==> config.mk <==
export PLATFORM = sky130hd
export DESIGN_NAME = ascon_ti_unmask
export DESIGN_NICKNAME = d
export VERILOG_FILES = /design/src/rtl/ascon_ti_pkg.sv /design/src/rtl/ascon_ti_share_reg.sv /design/src/rtl/ascon_ti_unmask.sv
export SDC_FILE = /design/constraint.sdc
export NUM_CORES = 2
export LEC_CHECK = 0
export ABC_AREA = 1
export BUFFER_PORTS_ARGS = -buffer_cell sky130_fd_sc_hd__buf_4
export CAP_MARGIN = 20
export CORE_AREA = 3 3 402 404
export CTS_CLUSTER_DIAMETER = 100
export CTS_CLUSTER_SIZE = 25
export DETAILED_ROUTE_END_ITERATION = 6
export DIE_AREA = 0 0 405 407
export SLEW_MARGIN = 20
export SYNTH_ARGS = -nofsm -noshare
export SYNTH_HDL_FRONTEND = slang
export SYNTH_HIERARCHICAL = 1
export SYNTH_SLANG_ARGS = --single-unit
export TNS_END_PERCENT = 30
==> constraint.sdc <==
create_clock -name clk -period 37.5 [get_ports clk]
set_input_delay 7.5 -clock clk [delete_from_list [all_inputs] [get_ports clk]]
set_output_delay 7.5 -clock clk [all_outputs]
set_load 0.005 [all_outputs]
==> src/rtl/ascon_ti_pkg.sv <==
// ascon_ti_pkg
// Shared definitions for the 3-share threshold-implementation Ascon datapath:
// state geometry, the FSM state enum used by the share recombiner, the lane
// slicing helper and the clamp rule for the requested word count.
package ascon_ti_pkg;

    localparam int W       = 64;
    localparam int LANES   = 5;
    localparam int NSHARES = 3;
    localparam int STATE_W = LANES * W;

    typedef enum logic [1:0] {
        IDLE  = 2'd0,
        RUN   = 2'd1,
        DRAIN = 2'd2
    } fsm_state_t;

    // Lane i of a packed state lives at bits [W*i+W-1 : W*i], x0 at the LSBs.
    function automatic logic [W-1:0] lane_slice(input logic [STATE_W-1:0] v,
                                                input logic [2:0]         idx);
        return v[int'(idx) * W +: W];
    endfunction

    // A request of 0 lanes, or more lanes than exist, means "the whole state".
    function automatic logic [2:0] clamp_nwords(input logic [2:0] nwords);
        if (nwords == 3'd0 || int'(nwords) > LANES) begin
            return 3'(LANES);
        end
        return nwords;
    endfunction

endpackage

==> src/rtl/ascon_ti_share_reg.sv <==
// ascon_ti_share_reg
// Register bank holding the three shares of a masked value. Each share lives
// in its own register so that no share is ever combined with another before
// being registered. Shared with the masking front end.
//
// Ports:
//   clk          rising-edge clock
//   rst          asynchronous active-high reset, zeroes all shares
//   load         capture d0/d1/d2 into the bank
//   clear        zero all shares (load wins if both are high)
//   d0, d1, d2   incoming shares
//   q0, q1, q2   registered shares
module ascon_ti_share_reg #(
    parameter int WIDTH = ascon_ti_pkg::STATE_W
) (
    input  logic             clk,
    input  logic             rst,
    input  logic             load,
    input  logic             clear,
    input  logic [WIDTH-1:0] d0,
    input  logic [WIDTH-1:0] d1,
    input  logic [WIDTH-1:0] d2,
    output logic [WIDTH-1:0] q0,
    output logic [WIDTH-1:0] q1,
    output logic [WIDTH-1:0] q2
);

    import ascon_ti_pkg::*;

    // One share per register; load has priority so a fresh state is never
    // lost to a simultaneous clear request.
    always_ff @(posedge clk or posedge rst) begin
        if (rst) begin
            q0 <= '0;
            q1 <= '0;
            q2 <= '0;
        end else if (load) begin
            q0 <= d0;
            q1 <= d1;
            q2 <= d2;
        end else if (clear) begin
            q0 <= '0;
            q1 <= '0;
            q2 <= '0;
        end
    end

endmodule

==> src/rtl/ascon_ti_unmask.sv <==
// ascon_ti_unmask
// Output-side share recombiner. Accepts a 3-share 320-bit Ascon state and
// emits the first n unmasked 64-bit lanes word-serially on a valid/ready
// stream. Recombination is split over two registered stages:
//   stage A: p = s0[k] ^ s1[k]        (s2 never enters this stage)
//   stage B: out_data = p ^ s2[p_idx]
// so no combinational cone ever sees all three shares of a bit together.
//
// Ports:
//   clk, rst                 clock, asynchronous active-high reset
//   in_valid / in_ready      shared-state input handshake (ready only in IDLE)
//   in_s0, in_s1, in_s2      the three shares, lane i at bits [W*i+W-1:W*i]
//   in_nwords                lanes to emit from x0; 0 or >LANES means LANES
//   out_valid / out_ready    output word handshake
//   out_data, out_idx        unmasked lane and its index
//   out_last                 final word of the current state
//   busy                     any state other than IDLE
//
// Build option:
//   ASCON_TI_UNMASK_CLR_EN   zero the share registers and p at the last-word
//                            handshake instead of leaving them until reload.
module ascon_ti_unmask #(
    parameter int LANES = ascon_ti_pkg::LANES,
    parameter int W     = ascon_ti_pkg::W
) (
    input  logic                 clk,
    input  logic                 rst,
    input  logic                 in_valid,
    output logic                 in_ready,
    input  logic [LANES*W-1:0]   in_s0,
    input  logic [LANES*W-1:0]   in_s1,
    input  logic [LANES*W-1:0]   in_s2,
    input  logic [2:0]           in_nwords,
    output logic                 out_valid,
    input  logic                 out_ready,
    output logic [W-1:0]         out_data,
    output logic [2:0]           out_idx,
    output logic                 out_last,
    output logic                 busy
);

    import ascon_ti_pkg::*;

    localparam int SW = LANES * W;

    fsm_state_t     state_q;
    fsm_state_t     state_d;
    logic [SW-1:0]  s0_q;
    logic [SW-1:0]  s1_q;
    logic [SW-1:0]  s2_q;
    logic [2:0]     n_q;
    logic [2:0]     k_q;
    logic [W-1:0]   p_q;
    logic [2:0]     p_idx_q;
    logic           p_v_q;

    logic           stall;
    logic           accept;
    logic           last_hs;
    logic           issue_last;
    logic           share_clr;

    // A held output word freezes the whole pipeline, the lane counter and
    // the FSM, which is what keeps backpressure from dropping or duplicating.
    assign stall      = out_valid && !out_ready;
    assign accept     = in_valid && in_ready;
    assign last_hs    = out_valid && out_ready && out_last;
    assign issue_last = (k_q == n_q - 3'd1);

`ifdef ASCON_TI_UNMASK_CLR_EN
    assign share_clr = last_hs;
`else
    assign share_clr = 1'b0;
`endif

    ascon_ti_share_reg #(
        .WIDTH (SW)
    ) u_shares (
        .clk   (clk),
        .rst   (rst),
        .load  (accept),
        .clear (share_clr),
        .d0    (in_s0),
        .d1    (in_s1),
        .d2    (in_s2),
        .q0    (s0_q),
        .q1    (s1_q),
        .q2    (s2_q)
    );

    // FSM state register.
    always_ff @(posedge clk or posedge rst) begin
        if (rst) begin
            state_q <= IDLE;
        end else begin
            state_q <= state_d;
        end
    end

    // Next-state logic. RUN leaves once the last lane has been issued into
    // stage A; DRAIN waits until that lane has actually been handed off.
    always_comb begin
        state_d = state_q;
        case (state_q)
            IDLE:    if (accept) state_d = RUN;
            RUN:     if (!stall && issue_last) state_d = DRAIN;
            DRAIN:   if (last_hs) state_d = IDLE;
            default: state_d = IDLE;
        endcase
    end

    // FSM outputs. in_ready is masked by rst so nothing can be accepted while
    // the block is held in reset.
    always_comb begin
        in_ready = (state_q == IDLE) && !rst;
        busy     = (state_q != IDLE);
    end

    // Lane counter and latched word count.
    always_ff @(posedge clk or posedge rst) begin
        if (rst) begin
            k_q <= '0;
            n_q <= '0;
        end else if (accept) begin
            k_q <= '0;
            n_q <= clamp_nwords(in_nwords);
        end else if (state_q == RUN && !stall) begin
            k_q <= k_q + 3'd1;
        end
    end

    // Stage A: first partial recombination of shares 0 and 1 only.
    always_ff @(posedge clk or posedge rst) begin
        if (rst) begin
            p_q     <= '0;
            p_idx_q <= '0;
            p_v_q   <= 1'b0;
        end else if (!stall) begin
            if (state_q == RUN) begin
                p_q     <= lane_slice(s0_q, k_q) ^ lane_slice(s1_q, k_q);
                p_idx_q <= k_q;
                p_v_q   <= 1'b1;
            end else begin
                p_v_q <= 1'b0;
                if (share_clr) begin
                    p_q <= '0;
                end
            end
        end
    end

    // Stage B: fold in share 2 from the registered partial result.
    always_ff @(posedge clk or posedge rst) begin
        if (rst) begin
            out_valid <= 1'b0;
            out_data  <= '0;
            out_idx   <= '0;
            out_last  <= 1'b0;
        end else if (!stall) begin
            if (p_v_q) begin
                out_data  <= p_q ^ lane_slice(s2_q, p_idx_q);
                out_idx   <= p_idx_q;
                out_last  <= (p_idx_q == n_q - 3'd1);
                out_valid <= 1'b1;
            end else begin
                out_valid <= 1'b0;
            end
        end
    end

endmodule

### Yosys cells after proc, flatten, opt, wreduce, memory -nomap -nowiden

Index checks and enable logic that the tools add are counted.

| storage, ports and cells | value |
|---|---|
| register bits | 1105 |
| bits of input ports | 967 |
| output and inout bits | 71 |
| logic and storage cells | 59 |

| cells by class | value |
|---|---|
| add/subtract/negate cells | 2 |
| order comparisons | 1 |
| equality and inequality tests | 7 |
| shift-type cells | 3 |
| mux-type cells | 12 |
| bitwise logic cells | 3 |
| reduce and logical (&&, ||, !) cells | 18 |

Operators by type and width:

| cell | count |
|---|---|
| $shiftx 320x10->64 | 3 |
| $xor 64x64->64 | 2 |
| $mux 3 | 4 |
| $logic_and 1x1->1 | 7 |
| $eq 3x3->1 | 2 |
| $mux 2 | 3 |
| $ne 2x2->1 const B | 3 |
| $pmux 2 s3 | 1 |
| $mux 1 | 4 |
| $reduce_and 2->1 | 2 |
| $reduce_bool 2->1 | 2 |
| $add 3x1->3 const B | 1 |
| $gt 3x3->1 const B | 1 |
| $logic_not 1->1 | 3 |
| $logic_not 3->1 | 1 |
| $reduce_and 3->1 | 1 |
| $sub 3x1->3 const B | 1 |
| $eq 2x1->1 const B | 1 |
| $eq 2x2->1 const B | 1 |
| $logic_not 2->1 | 1 |
| $logic_or 1x1->1 | 1 |
| $not 1->1 | 1 |

### Longest topological paths before layout

| logic depth | value |
|---|---|
| word-level depth | 6 |
| depth in mapped cells | 12 |
| depth with buffers taken out | 10 |

### By module

The synthesis kept the hierarchy.

Modules (own cells, without submodules):

| module | instances | cells an instance | area each (µm²) | seq. area each (µm²) |
|---|---|---|---|---|
| ascon_ti_share_reg | 1 | 4055 | 35916.9 | 24023.0 |
| ascon_ti_unmask | 1 | 3530 | 17720.7 | 3628.5 |

### Least setup slack after synthesis

Ideal clock, no wire load.

| timing | value |
|---|---|
| kind | input -> output |
| from | in rst |
| to | out in_ready |
| arrival | 7.636 ns |
| required time | 30.000 ns |
| slack | 22.364 ns |
| stages | 1 |
| buffers on the path | 0 |
| path through | nor2_1 |

| on the way | value |
|---|---|
| cells in the longest elaborated chain, start to end | 2 |

Ends and longest elaborated chain:

| element | RTL line | RTL |
|---|---|---|
| start: declaration | ascon_ti_unmask.sv:27 | `input logic rst,` |
| $logic_not 1->1 (no line) | n/a |  |
| $logic_and 1x1->1 | ascon_ti_unmask.sv:115 | `in_ready = (state_q == IDLE) && !rst;` |
| end: declaration | ascon_ti_unmask.sv:29 | `output logic in_ready,` |

No other way between the ends.

### Worst setup path after layout

Ends and elaborated chain as after synthesis.

==> impl_metrics.ini <==
[global_routing]
grt_start_max_net_pins = 241
grt_pass1_vias = 49100
grt_remaining_overflow = 0
grt_pass1_wl_microns = 335000
track_usage_pct = 27.7
antenna_found_initial = 46

[finish]
drive_gt1_share_pct = 14.3
final_net_count = 9259
fillerInstances = 16700
areaGrowthSynthToFinish_pct = 20.0
number_of_standard_cells_in_the_layout_taps_in_and_fillers_out = 10400

[die]
placementRows = 146
floorplan.die.height_microns = 407
floorplan.initialDensity_pct = 33.9
die-width_microns = 405
die-area_sq_um = 165000
core_outline_area_sq_um = 158000
num_io_pins = 1038

[worst_setup_path]
worst_r2r_path_depth = 9
timing.rr.end = u_shares/q2[247]$_DFFE_PP0P_
critical_path.max_fanout = 3
critPathLaunchType = primary input
critical_path_arrival_ns = 8.34
cp-startpoint = rst
critPathRequiredTime_ns = 30.00
r2r-start = state_q[1]$_DFFE_PP0P_
worst-setup-path-type = in2out
rrSetupSlack_ns = 33.03
cp_endpoint_kind = primary output
critPathCapture = in_ready

[sta]
clock.fmax_ghz = 0.0631
remaining_max_slew_budget_at_the_tightest_pin_pct = 23.6
hold_violation_total_from_the_final_report = 0
setup_repair_after_global_routing_missed_its_margin = no
final_setup_violating_endpoints = 0
slew_viol_final = 0
tmin_final_ns = 15.84
clock-skew-final_ns = 0.0677
final.setup.tns_ns = 0
fin_crit_sh_pct = 42.2
worst_slew_pin_slew_ns = 1.15

[drt]
detail_route.first_pass.iterations = 6
avgViaCountPerCell = 4.97
postRouteAntennaNets = 0
drc = 0
drt_first_iter_violations = 5650
drt_wl_total_microns = 236000
avgRoutedWirePerCell_microns = 22.7
vias = 51800

[clocking]
postCtsSetupRepairBufs = 0
cts_tree = done
cts-buffers-inserted = 56
clockBufferDepth = 3
cts_root_buffer = sky130_fd_sc_hd__clkbuf_16
cts_resized = 0
clock_slew_seen_by_the_registers_of_the_worst_setup_and_hold_paths_ns = 0.10
clk_latency_ns = 0.73
holdBufCountCts = 0
cts_max_level = 2
cts.sinks = 1105

[yosys]
synth_warnings = 6
post_synth_mux_area_share_pct = 0
yosysSeqAreaShare_pct = 51.6
synth_largest_type_area_fraction_pct = 51.6
synthesis.instances = 7585
main_combinational_cell_family_by_area_after_synthesis = simple AND/OR/NAND/NOR gates
synth_compound_area_share_pct = 0.753
synth_xor_area_share_pct = 0.0653
syn-num-nets = 8554
netlist_top_cells_area = sky130_fd_sc_hd__dfrtp_1, sky130_fd_sc_hd__nand2_1, sky130_fd_sc_hd__nand3_1
yosysTopAreaCell = sky130_fd_sc_hd__dfrtp_1
yosys.cell_types.count = 28
yosys_register_bits = 1105
synthAdderAreaFrac_pct = 0.0467
syn-mean-instance-area_sq_um = 7.07
synth_simple_gate_area_share_pct = 41.2
synth_area_sq_um = 53600

[pwr]
ir_worst_vdd_mv = 0.0364
power_per_cell_area_nw_per_um2 = 67.9
p_leak_nw = 36.1

[place]
dp_cells = 10300
gp_weighted_congestion = 0.929
post-dp-hpwl_microns = 172000
place.port_buffers = 1037

[job]
timing.max_cap.violations = 0

[status]
status = finished, final reports clean

[worst_hold_path]
min-delay-path-class = reg2reg
==> kinds of logic (layout without fill, tap and decap cells) <==
kind of cell | Yosys count | count (layout)
simple gates | 5608 | 5608
flops | 1105 | 1105
buf+inv | 789 | 1513
compound gates | 76 | 76
xor+xnor | 4 | 4
fa+ha+maj | 2 | 2
other cells | 1 | 29
==> layout make-up <==
class | count | area (sq um) | share of cell area, %
tap | 2072 | 2590 | 4.03
multi-input combinational | 5691 | 22600 | 35.1
clock buffer | 61 | 1460 | 2.27
clock inverter | 16 | 255 | 0.397
timing repair buffer | 1093 | 8360 | 13.0
antenna | 28 | 70.1 | 0.109
inverter | 343 | 1340 | 2.08
sequential | 1105 | 27700 | 43.0
==> flip-flops by register name, summed over array words and instances (netlist names) <==
signal	count
k_q	3
n_q	3
p_idx_q	3
out_idx	3
u_shares/q0	320
state_q	2
out_data	64
p_q	64
u_shares/q1	320
u_shares/q2	320
p_v_q	1
out_last	1
out_valid	1
==> worst min path at each step <==
stage	startpoint	end	slack [ns]	cells after the start
final	u_shares/q1[179]$_DFFE_PP0P_	u_shares/q1[179]$_DFFE_PP0P_	0.48	2
after global routing	u_shares/q0[86]$_DFFE_PP0P_	u_shares/q0[86]$_DFFE_PP0P_	0.49	2
after CTS	u_shares/q2[218]$_DFFE_PP0P_	u_shares/q2[218]$_DFFE_PP0P_	0.48	2
after detailed placement	u_shares/q2[218]$_DFFE_PP0P_	u_shares/q2[218]$_DFFE_PP0P_	0.45	2
after global placement	u_shares/q2[0]$_DFFE_PP0P_	u_shares/q2[0]$_DFFE_PP0P_	0.45	2
after floorplan	p_v_q$_DFFE_PP0P_	out_valid$_DFFE_PP0P_	0.43	2
==> through the flow <==
stage	utilization [%]	total power, W	hold slack (ns)	area, sq um	setup slack (ns)
6_report	40.7	0.00437	0.479	64300	21.66
5_1_grt	40.7	0.00466	0.494	64300	21.60
3_5_place_dp	39.5	0.00365	0.453	62400	21.63
3_3_place_gp	39.5	0.00362	0.447	62400	21.62
4_1_cts	40.6	0.00440	0.479	64200	21.63
2_1_floorplan	-	0.00276	0.431	53600	3.00
==> Yosys cell counts <==
cell type	count
sky130_fd_sc_hd__a21oi_1	11
sky130_fd_sc_hd__a22oi_1	1
sky130_fd_sc_hd__buf_1	15
sky130_fd_sc_hd__buf_2	225
sky130_fd_sc_hd__buf_4	41
sky130_fd_sc_hd__buf_6	2
sky130_fd_sc_hd__clkbuf_1	163
sky130_fd_sc_hd__conb_1	1
sky130_fd_sc_hd__dfrtp_1	1105
sky130_fd_sc_hd__ha_1	2
sky130_fd_sc_hd__inv_1	336
sky130_fd_sc_hd__inv_2	7
sky130_fd_sc_hd__nand2_1	4679
sky130_fd_sc_hd__nand3_1	762
sky130_fd_sc_hd__nand3b_1	19
sky130_fd_sc_hd__nand4_1	1
sky130_fd_sc_hd__nor2_1	140
sky130_fd_sc_hd__nor2_4	3
sky130_fd_sc_hd__nor3_1	3
sky130_fd_sc_hd__o211ai_1	6
sky130_fd_sc_hd__o21a_1	1
sky130_fd_sc_hd__o21ai_0	36
sky130_fd_sc_hd__o21ai_1	19
sky130_fd_sc_hd__o21bai_1	1
sky130_fd_sc_hd__o22ai_1	1
sky130_fd_sc_hd__or2_2	1
sky130_fd_sc_hd__xnor2_1	2
sky130_fd_sc_hd__xor2_1	2
==> placed cells by master, fill, tap and decap left out, types with 2 or more instances in the layout <==
cell	instances
sky130_fd_sc_hd__nor3_1	3
sky130_fd_sc_hd__a21oi_1	11
sky130_fd_sc_hd__clkbuf_16	57
sky130_fd_sc_hd__clkinv_8	2
sky130_fd_sc_hd__nand3b_1	19
sky130_fd_sc_hd__xor2_1	2
sky130_fd_sc_hd__nor2_4	4
sky130_fd_sc_hd__ha_1	2
sky130_fd_sc_hd__o211ai_1	6
sky130_fd_sc_hd__clkbuf_1	2
sky130_fd_sc_hd__xnor2_1	2
sky130_fd_sc_hd__buf_16	3
sky130_fd_sc_hd__buf_6	6
sky130_fd_sc_hd__diode_2	28
sky130_fd_sc_hd__clkinv_2	4
sky130_fd_sc_hd__dfrtp_4	5
sky130_fd_sc_hd__inv_1	331
sky130_fd_sc_hd__nand2_1	4678
sky130_fd_sc_hd__dfrtp_1	1099
sky130_fd_sc_hd__o21ai_0	36
sky130_fd_sc_hd__nor2_1	139
sky130_fd_sc_hd__clkbuf_8	2
sky130_fd_sc_hd__inv_8	6
sky130_fd_sc_hd__clkinv_16	3
sky130_fd_sc_hd__inv_4	2
sky130_fd_sc_hd__buf_12	6
sky130_fd_sc_hd__clkinvlp_4	2
sky130_fd_sc_hd__nand3_1	762
sky130_fd_sc_hd__o21ai_1	19
sky130_fd_sc_hd__inv_6	4
sky130_fd_sc_hd__buf_4	1078
==> worst max-delay path, cell delays in order <==
cell                     delay [ns]
sky130_fd_sc_hd__buf_4         0.17
sky130_fd_sc_hd__nor2_1        0.44
sky130_fd_sc_hd__buf_4         0.21
==> where the power goes <==
group | internal, W | switching, W
clock network | 0.000297 | 0.000440
registers | 0.00144 | 0.000196
logic | 0.000545 | 0.00145
==> routing by layer <==
metal  up-vias  track usage, %  wire, microns
li1      24400               -              -
met5         -               0            109
met2      2100            42.3         105000
met3       334            4.03          16800
met4        18            14.0          12300
met1     24900            38.5         102000
(Power assumes the default switching activity.)
